--- src/rtl/adder_arbiter_if.sv ---
// adder_arbiter_if: bundles the request, shared-adder and response channels
// of adder_arbiter.
//   req_valid/req_a/req_b/req_ready : per-requester packed operand requests
//   add_a/add_b/add_sum             : connection to the shared adder
//   rsp_valid/rsp_ready/rsp_sum/rsp_id : tagged response channel
// slave modport is the arbiter side; master modport is the environment side.
interface adder_arbiter_if #(
  parameter int NUM_REQ = 3,
  parameter int WORD    = 64,
  parameter int ID_W    = 2
);
  logic [NUM_REQ-1:0]      req_valid;
  logic [NUM_REQ*WORD-1:0] req_a;
  logic [NUM_REQ*WORD-1:0] req_b;
  logic [NUM_REQ-1:0]      req_ready;
  logic [WORD-1:0]         add_a;
  logic [WORD-1:0]         add_b;
  logic [WORD-1:0]         add_sum;
  logic                    rsp_valid;
  logic                    rsp_ready;
  logic [WORD-1:0]         rsp_sum;
  logic [ID_W-1:0]         rsp_id;

  modport slave (
    input  req_valid, req_a, req_b, add_sum, rsp_ready,
    output req_ready, add_a, add_b, rsp_valid, rsp_sum, rsp_id
  );

  modport master (
    output req_valid, req_a, req_b, add_sum, rsp_ready,
    input  req_ready, add_a, add_b, rsp_valid, rsp_sum, rsp_id
  );
endinterface

--- src/rtl/adder_arbiter.sv ---
// adder_arbiter: round-robin arbiter/sequencer sharing one external
// combinational adder among NUM_REQ requesters. One transaction in flight:
// IDLE (grant) -> EXEC (adder settles on registered operands) -> RESP (hold
// response until accepted).
// Ports:
//   clk   : clock, rising edge
//   rst_n : asynchronous active-low reset
//   bus   : adder_arbiter_if.slave (requests, shared adder, response)
module adder_arbiter #(
  parameter int NUM_REQ = 3,
  parameter int ID_W    = 2,
  parameter int WORD    = 64
) (
  input  logic           clk,
  input  logic           rst_n,
  adder_arbiter_if.slave bus
);

  localparam int unsigned N = NUM_REQ;

  typedef enum logic [1:0] {
    S_IDLE,
    S_EXEC,
    S_RESP
  } state_t;

  state_t            r_state;
  logic [ID_W-1:0]   r_last;
  logic [ID_W-1:0]   r_id;
  logic [WORD-1:0]   r_add_a;
  logic [WORD-1:0]   r_add_b;
  logic              r_rsp_valid;
  logic [WORD-1:0]   r_rsp_sum;
  logic [ID_W-1:0]   r_rsp_id;

  logic              w_any;
  logic [ID_W-1:0]   w_idx;
  logic [31:0]       w_scan;
  logic [NUM_REQ-1:0] w_grant;

  // Scan starts just after the last grant and wraps; first valid wins.
  always_comb begin
    w_any  = 1'b0;
    w_idx  = '0;
    w_scan = '0;
    for (int unsigned k = 1; k <= N; k++) begin
      w_scan = (32'(r_last) + k) % N;
      if (!w_any && bus.req_valid[w_scan]) begin
        w_any = 1'b1;
        w_idx = ID_W'(w_scan);
      end
    end
  end

  // Grant is combinational and gated by reset so it drops immediately.
  always_comb begin
    w_grant = '0;
    if (rst_n && (r_state == S_IDLE) && w_any) begin
      w_grant[w_idx] = 1'b1;
    end
  end

  always_ff @(posedge clk or negedge rst_n) begin
    if (!rst_n) begin
      r_state     <= S_IDLE;
      r_last      <= ID_W'(NUM_REQ - 1);
      r_id        <= '0;
      r_add_a     <= '0;
      r_add_b     <= '0;
      r_rsp_valid <= 1'b0;
      r_rsp_sum   <= '0;
      r_rsp_id    <= '0;
    end else begin
      case (r_state)
        S_IDLE: begin
          if (w_any) begin
            r_add_a <= bus.req_a[32'(w_idx) * WORD +: WORD];
            r_add_b <= bus.req_b[32'(w_idx) * WORD +: WORD];
            r_id    <= w_idx;
            r_last  <= w_idx;
            r_state <= S_EXEC;
          end
        end
        S_EXEC: begin
          r_rsp_sum   <= bus.add_sum;
          r_rsp_id    <= r_id;
          r_rsp_valid <= 1'b1;
          r_state     <= S_RESP;
        end
        S_RESP: begin
          if (bus.rsp_ready) begin
            r_rsp_valid <= 1'b0;
            r_state     <= S_IDLE;
          end
        end
        default: begin
          r_rsp_valid <= 1'b0;
          r_state     <= S_IDLE;
        end
      endcase
    end
  end

  assign bus.req_ready = w_grant;
  assign bus.add_a     = r_add_a;
  assign bus.add_b     = r_add_b;
  assign bus.rsp_valid = r_rsp_valid;
  assign bus.rsp_sum   = r_rsp_sum;
  assign bus.rsp_id    = r_rsp_id;

endmodule

--- src/flat_wrapper.sv ---
// flat-port wrapper written by rule: the top's interface ports become plain ports
module adder_arbiter_flat 
#(
  parameter int NUM_REQ = 3,
  parameter int ID_W    = 2,
  parameter int WORD    = 64
)
  (clk, rst_n, bus_req_valid, bus_req_a, bus_req_b, bus_add_sum, bus_rsp_ready, bus_req_ready, bus_add_a, bus_add_b, bus_rsp_valid, bus_rsp_sum, bus_rsp_id);
  adder_arbiter_if #(.NUM_REQ(NUM_REQ), .WORD(WORD), .ID_W(ID_W)) bus_i ();
  input  logic clk;
  input  logic rst_n;
  input wire logic [$bits(bus_i.req_valid)-1:0] bus_req_valid;
  input wire logic [$bits(bus_i.req_a)-1:0] bus_req_a;
  input wire logic [$bits(bus_i.req_b)-1:0] bus_req_b;
  input wire logic [$bits(bus_i.add_sum)-1:0] bus_add_sum;
  input wire logic [$bits(bus_i.rsp_ready)-1:0] bus_rsp_ready;
  output wire logic [$bits(bus_i.req_ready)-1:0] bus_req_ready;
  output wire logic [$bits(bus_i.add_a)-1:0] bus_add_a;
  output wire logic [$bits(bus_i.add_b)-1:0] bus_add_b;
  output wire logic [$bits(bus_i.rsp_valid)-1:0] bus_rsp_valid;
  output wire logic [$bits(bus_i.rsp_sum)-1:0] bus_rsp_sum;
  output wire logic [$bits(bus_i.rsp_id)-1:0] bus_rsp_id;
  assign bus_i.req_valid = bus_req_valid;
  assign bus_i.req_a = bus_req_a;
  assign bus_i.req_b = bus_req_b;
  assign bus_i.add_sum = bus_add_sum;
  assign bus_i.rsp_ready = bus_rsp_ready;
  assign bus_req_ready = bus_i.req_ready;
  assign bus_add_a = bus_i.add_a;
  assign bus_add_b = bus_i.add_b;
  assign bus_rsp_valid = bus_i.rsp_valid;
  assign bus_rsp_sum = bus_i.rsp_sum;
  assign bus_rsp_id = bus_i.rsp_id;
  adder_arbiter #(.NUM_REQ(NUM_REQ), .ID_W(ID_W), .WORD(WORD)) u_core (.clk(clk), .rst_n(rst_n), .bus(bus_i));
endmodule
--- config.mk ---
export PLATFORM = sky130hd
export DESIGN_NAME = adder_arbiter_flat
export DESIGN_NICKNAME = d
export VERILOG_FILES = /design/src/rtl/adder_arbiter_if.sv /design/src/rtl/adder_arbiter.sv /design/src/flat_wrapper.sv
export SDC_FILE = /design/constraint.sdc
export NUM_CORES = 1
export LEC_CHECK = 0
export BUFFER_PORTS_ARGS = -buffer_cell sky130_fd_sc_hd__buf_2
export CORE_AREA = 5 5 252 254
export DETAILED_ROUTE_END_ITERATION = 10
export DIE_AREA = 0 0 257 259
export HOLD_SLACK_MARGIN = 0.03
export PLACE_DENSITY = 0.49
export SYNTH_ARGS = -nofsm -noshare
export SYNTH_HDL_FRONTEND = slang
export SYNTH_SLANG_ARGS = --single-unit
--- constraint.sdc ---
create_clock -name clk -period 5.09 [get_ports clk]
set_clock_uncertainty 0.15 [all_clocks]
set_input_delay 0.509 -clock clk [delete_from_list [all_inputs] [get_ports clk]]
set_output_delay 0.509 -clock clk [all_outputs]
set_load 0.05 [all_outputs]
==> metrics list <==
* Finish-stage setup viols: 0
- The worst setup path is captured at a primary output.
- Non-Filler Instances: 3119
* Status: finished clean
- Power spread over the standard cell area amounts to 928.8 nW/µm².
* Dominant cell by count in the synthesized netlist: nand2_1
- Worst reg2reg setup slack: 1.55 ns
* Type of the worst min-delay path: primary input to flip-flop
- Resized cells post-CTS: 0
- In the routed design, unresolved DRC markers number 0.
- Final period demand of the worst path: 4.314 ns
- Total count of max-transition violations in the final report: 0
* Maximum number of pins on one net before global-route repair: 129
- The tree is rooted in a clkbuf_16.
- Sorting the synthesized cells by area gives the leading types as dfrtp_1 33%, o211ai_1 13%, a211oi_1 13%.
- TritonCTS built the clock tree.
* Instance count of the mapped netlist: 1815
- Clock-pin transition on the worst setup and hold timing paths: 0.09 ns
* Chip Width: 257 µm
* Number of synthesized register bits: 200
- Syn Nets: 2273
* DRC violation total after the first TritonRoute iteration: 1297
* Final number of hold-violating endpoints: 0
- Clock buffers created by TritonCTS: 17
* Seq. cell area: 5006 µm²
* Setup tns final: 0 ns
- Die span in y: 259 µm
* Mean area per synthesized cell: 8.206 µm²
- At the pin with the least slew margin, the transition time is 1.018 ns.
* Largest buffer count on any clock path: 2
* Largest area contributor in the synthesized netlist: dfrtp_1
- Data on the critical path arrives at its endpoint at 3.65 ns.
- The synthesized netlist occupies a cell area of 14890 µm².
- The critical path is of the flip-flop to primary output type.
- Overflow after GRT: 0
- Number of nets in the layout: 2758
* Global-route usage over all layers: 21.60%
* Die ar.: 66560 µm²
- Worst Setup Start Kind: flip-flop
- In this run the remaining antenna-violating nets after routing total 0.
* Starting density of the core: 24.40%
- Cells fill 31.67% of the core in the end.
- Headroom to the max-slew limit came out at 32.15%.
- Number of flops mapped to enable cells by yosys: 0
- Distinct cell type count after synthesis: 37
- Along the worst hold path, the cell count comes to 2.
- The clock drives 200 sinks.
- The post-route netlist has 40.03% of its cells at a drive strength greater than 1.
- Across the run, the number of max-cap violations was 0.
* Worst-case vdd ir drop: 0.0007440 V
- The final route contains 17150 vias.
- Number of cell instances on the worst register-to-register path: 8
- Row count: 91
- The final layout contains routed wiring with a total length of 75630 µm.
* Most instantiated cells after synthesis: 387 x nand2_1, 257 x o211ai_1, 256 x a211oi_1, 199 x dfrtp_1, 155 x clkbuf_1
- In this run, placement finished with an instance count of 3070.
- In the routed layout, each cell is associated on average with a via count of 5.499.
- Combined area of the multi-input logic cells: 9075 µm²
* Critical Path, Cell by Cell: inv_1 > ha_1 > mux2i_1 > mux2i_4 > buf_4 > nor3b_1 > o21bai_1 > a21oi_1 > buf_2
- Filler instances: 6550
- Number of global-route vias before repair: 16880
- Most common flop cell mapped by yosys: dfrtp_1
- Gpl congestion: 0.8255
- Worst-skew pair later-pin latency: 0.50 ns
* Highest clock rate: 0.2318 GHz
- Number of top-level pins: 652
- The first detailed-routing pass took 8 iterations.
* Worst path slowest cell: buf_4
- Total setup buffers inserted after CTS: 0
- The H-tree was split into 4 levels.
- The floorplan step defined a core boundary enclosing 61030 µm².
- Portion of synthesized cell area occupied by the leading cell type: 33.44%
- Count of input and output buffers: 651
- The worst path uses 84.75% of the clock period.
- Critical path fanouts, max: 68
- Worst path required time: 4.43 ns
- The wire-length estimate of the detail-placed layout is 51390 µm.
* Leakage: 8.506 nW
- The initial antenna violation count came to 38.
* RSZ-0062 raised after global routing: false
* Delay of the slowest critical-path stage: 0.76 ns
- During synthesis, Yosys emitted a total of 0 warnings.
- Compared with the post-synthesis result, the final layout area differs by 29.79%.
- Wire per inst: 24.25 µm
- For this run, asynchronously set or reset flops after synthesis account for 100.0%.
* Post-synthesis sequential area ratio: 33.61%
- The first global-routing pass estimated 112300 µm of wire.
per-layer routing:
layer | GRT usage [%] | vias to the layer above | share of wire (%)
li1 | - | 7800 | -
met1 | 27.37 | 8437 | 41
met2 | 36.31 | 759 | 49
met3 | 6.361 | 113 | 7.9
met4 | 5.383 | 42 | 1.7
met5 | 0 | - | 0.33
cells by family (layout without fill, tap and decap cells):
family / count (synthesis) / after routing / share of synthesized area (%)
adders and majority gates: 4 / 4 / 0.3361
AOI/OAI and AO/OA: 532 / 532 / 27.00
muxes: 70 / 70 / 5.368
other: 0 / 16 / 0
and+or+nand+nor: 788 / 788 / 27.63
buffers and inverters: 221 / 719 / 6.049
DFF: 200 / 200 / 33.61
layout by cell type (no fill, tap or decap), drive strengths merged, types with 2 or more instances in the layout:
| cell type | count |
|---|---|
| buf | 683 |
| nand2 | 387 |
| o211ai | 257 |
| a211oi | 256 |
| dfrtp | 199 |
| nand3 | 130 |
| and3 | 129 |
| or3b | 128 |
| mux2 | 66 |
| clkbuf | 17 |
| diode | 16 |
| clkinv | 9 |
| inv | 9 |
| nor2 | 4 |
| o21a | 4 |
| ha | 4 |
| mux2i | 4 |
| o21ai | 4 |
| nand2b | 3 |
| a21o | 3 |
| nor2b | 3 |
| nand3b | 2 |
| a21oi | 2 |
power by group:
part           leakage, nW  switching (mW)  internal, mW
Combinational         5.79            9.73          3.84
Clock                0.294           0.816         0.666
Sequential            2.42           0.439          2.46
Total                 8.51            11.0          6.97
final timing paths:
kind / startpoint / endpoint
setup / recovery: u_core.r_last[1]$_DFFE_PN1P_ / bus_req_ready[0]
hold / removal: bus_add_sum[42] / u_core.bus.rsp_sum[42]$_DFFE_PN0P_
setup reg to reg: u_core.r_last[1]$_DFFE_PN1P_ / u_core.bus.add_b[51]$_DFFE_PN0P_
hold reg to reg: u_core.bus.add_b[22]$_DFFE_PN0P_ / u_core.bus.add_b[22]$_DFFE_PN0P_
max in group asynchronous: rst_n / u_core.bus.add_a[27]$_DFFE_PN0P_
min in group asynchronous: rst_n / u_core.bus.rsp_sum[57]$_DFFE_PN0P_
repair_timing:
action / 4_1_cts / 5_1_grt
hold buffers: 1 / 0
hold endpoints to repair: 84 / 0
setup endpoints to repair: 0 / 0
critical path: cells and delay by family, from the launching register on:
kind	cells	cell delay (ns)
adder cells (fa/ha/maj)	1	0.29
multiplexers	2	0.44
AO/OA/AOI/OAI	2	0.41
flip-flops	1	0.57
buffers and inverters	3	1.16
AND/OR/NAND/NOR	1	0.27
flip-flops by register name, summed over array words and instances, names as in the netlist:
name                  flops
u_core.bus.rsp_sum       64
u_core.bus.add_a         64
u_core.bus.rsp_id         2
u_core.r_id               2
u_core.r_state            2
u_core.bus.add_b         64
u_core.bus.rsp_valid      1
u_core.r_last             1
area by class of cell:
type / instances / area share (%)
multi-input combinational: 1394 / 46.95
sequential: 200 / 25.90
timing repair buffer: 684 / 18.65
tap: 790 / 5.114
clock buffer: 17 / 2.201
clock inverter: 15 / 0.9062
antenna: 16 / 0.2071
inverter: 3 / 0.07120
per-stage QoR:
step	total power, mW	worst slack, ns	hold slack [ns]	instance area, µm²
after CTS	18.11	0.7401	0.04563	19290
after global placement	16.38	1.278	0.3129	18680
after global routing	19.10	0.6002	0.05389	19310
after detailed placement	16.60	1.331	0.3277	18680
after floorplan	12.58	1.788	0.06341	14890
final	17.95	0.7761	0.08029	19330
Note: power is estimated with default switching activity, not from simulation.
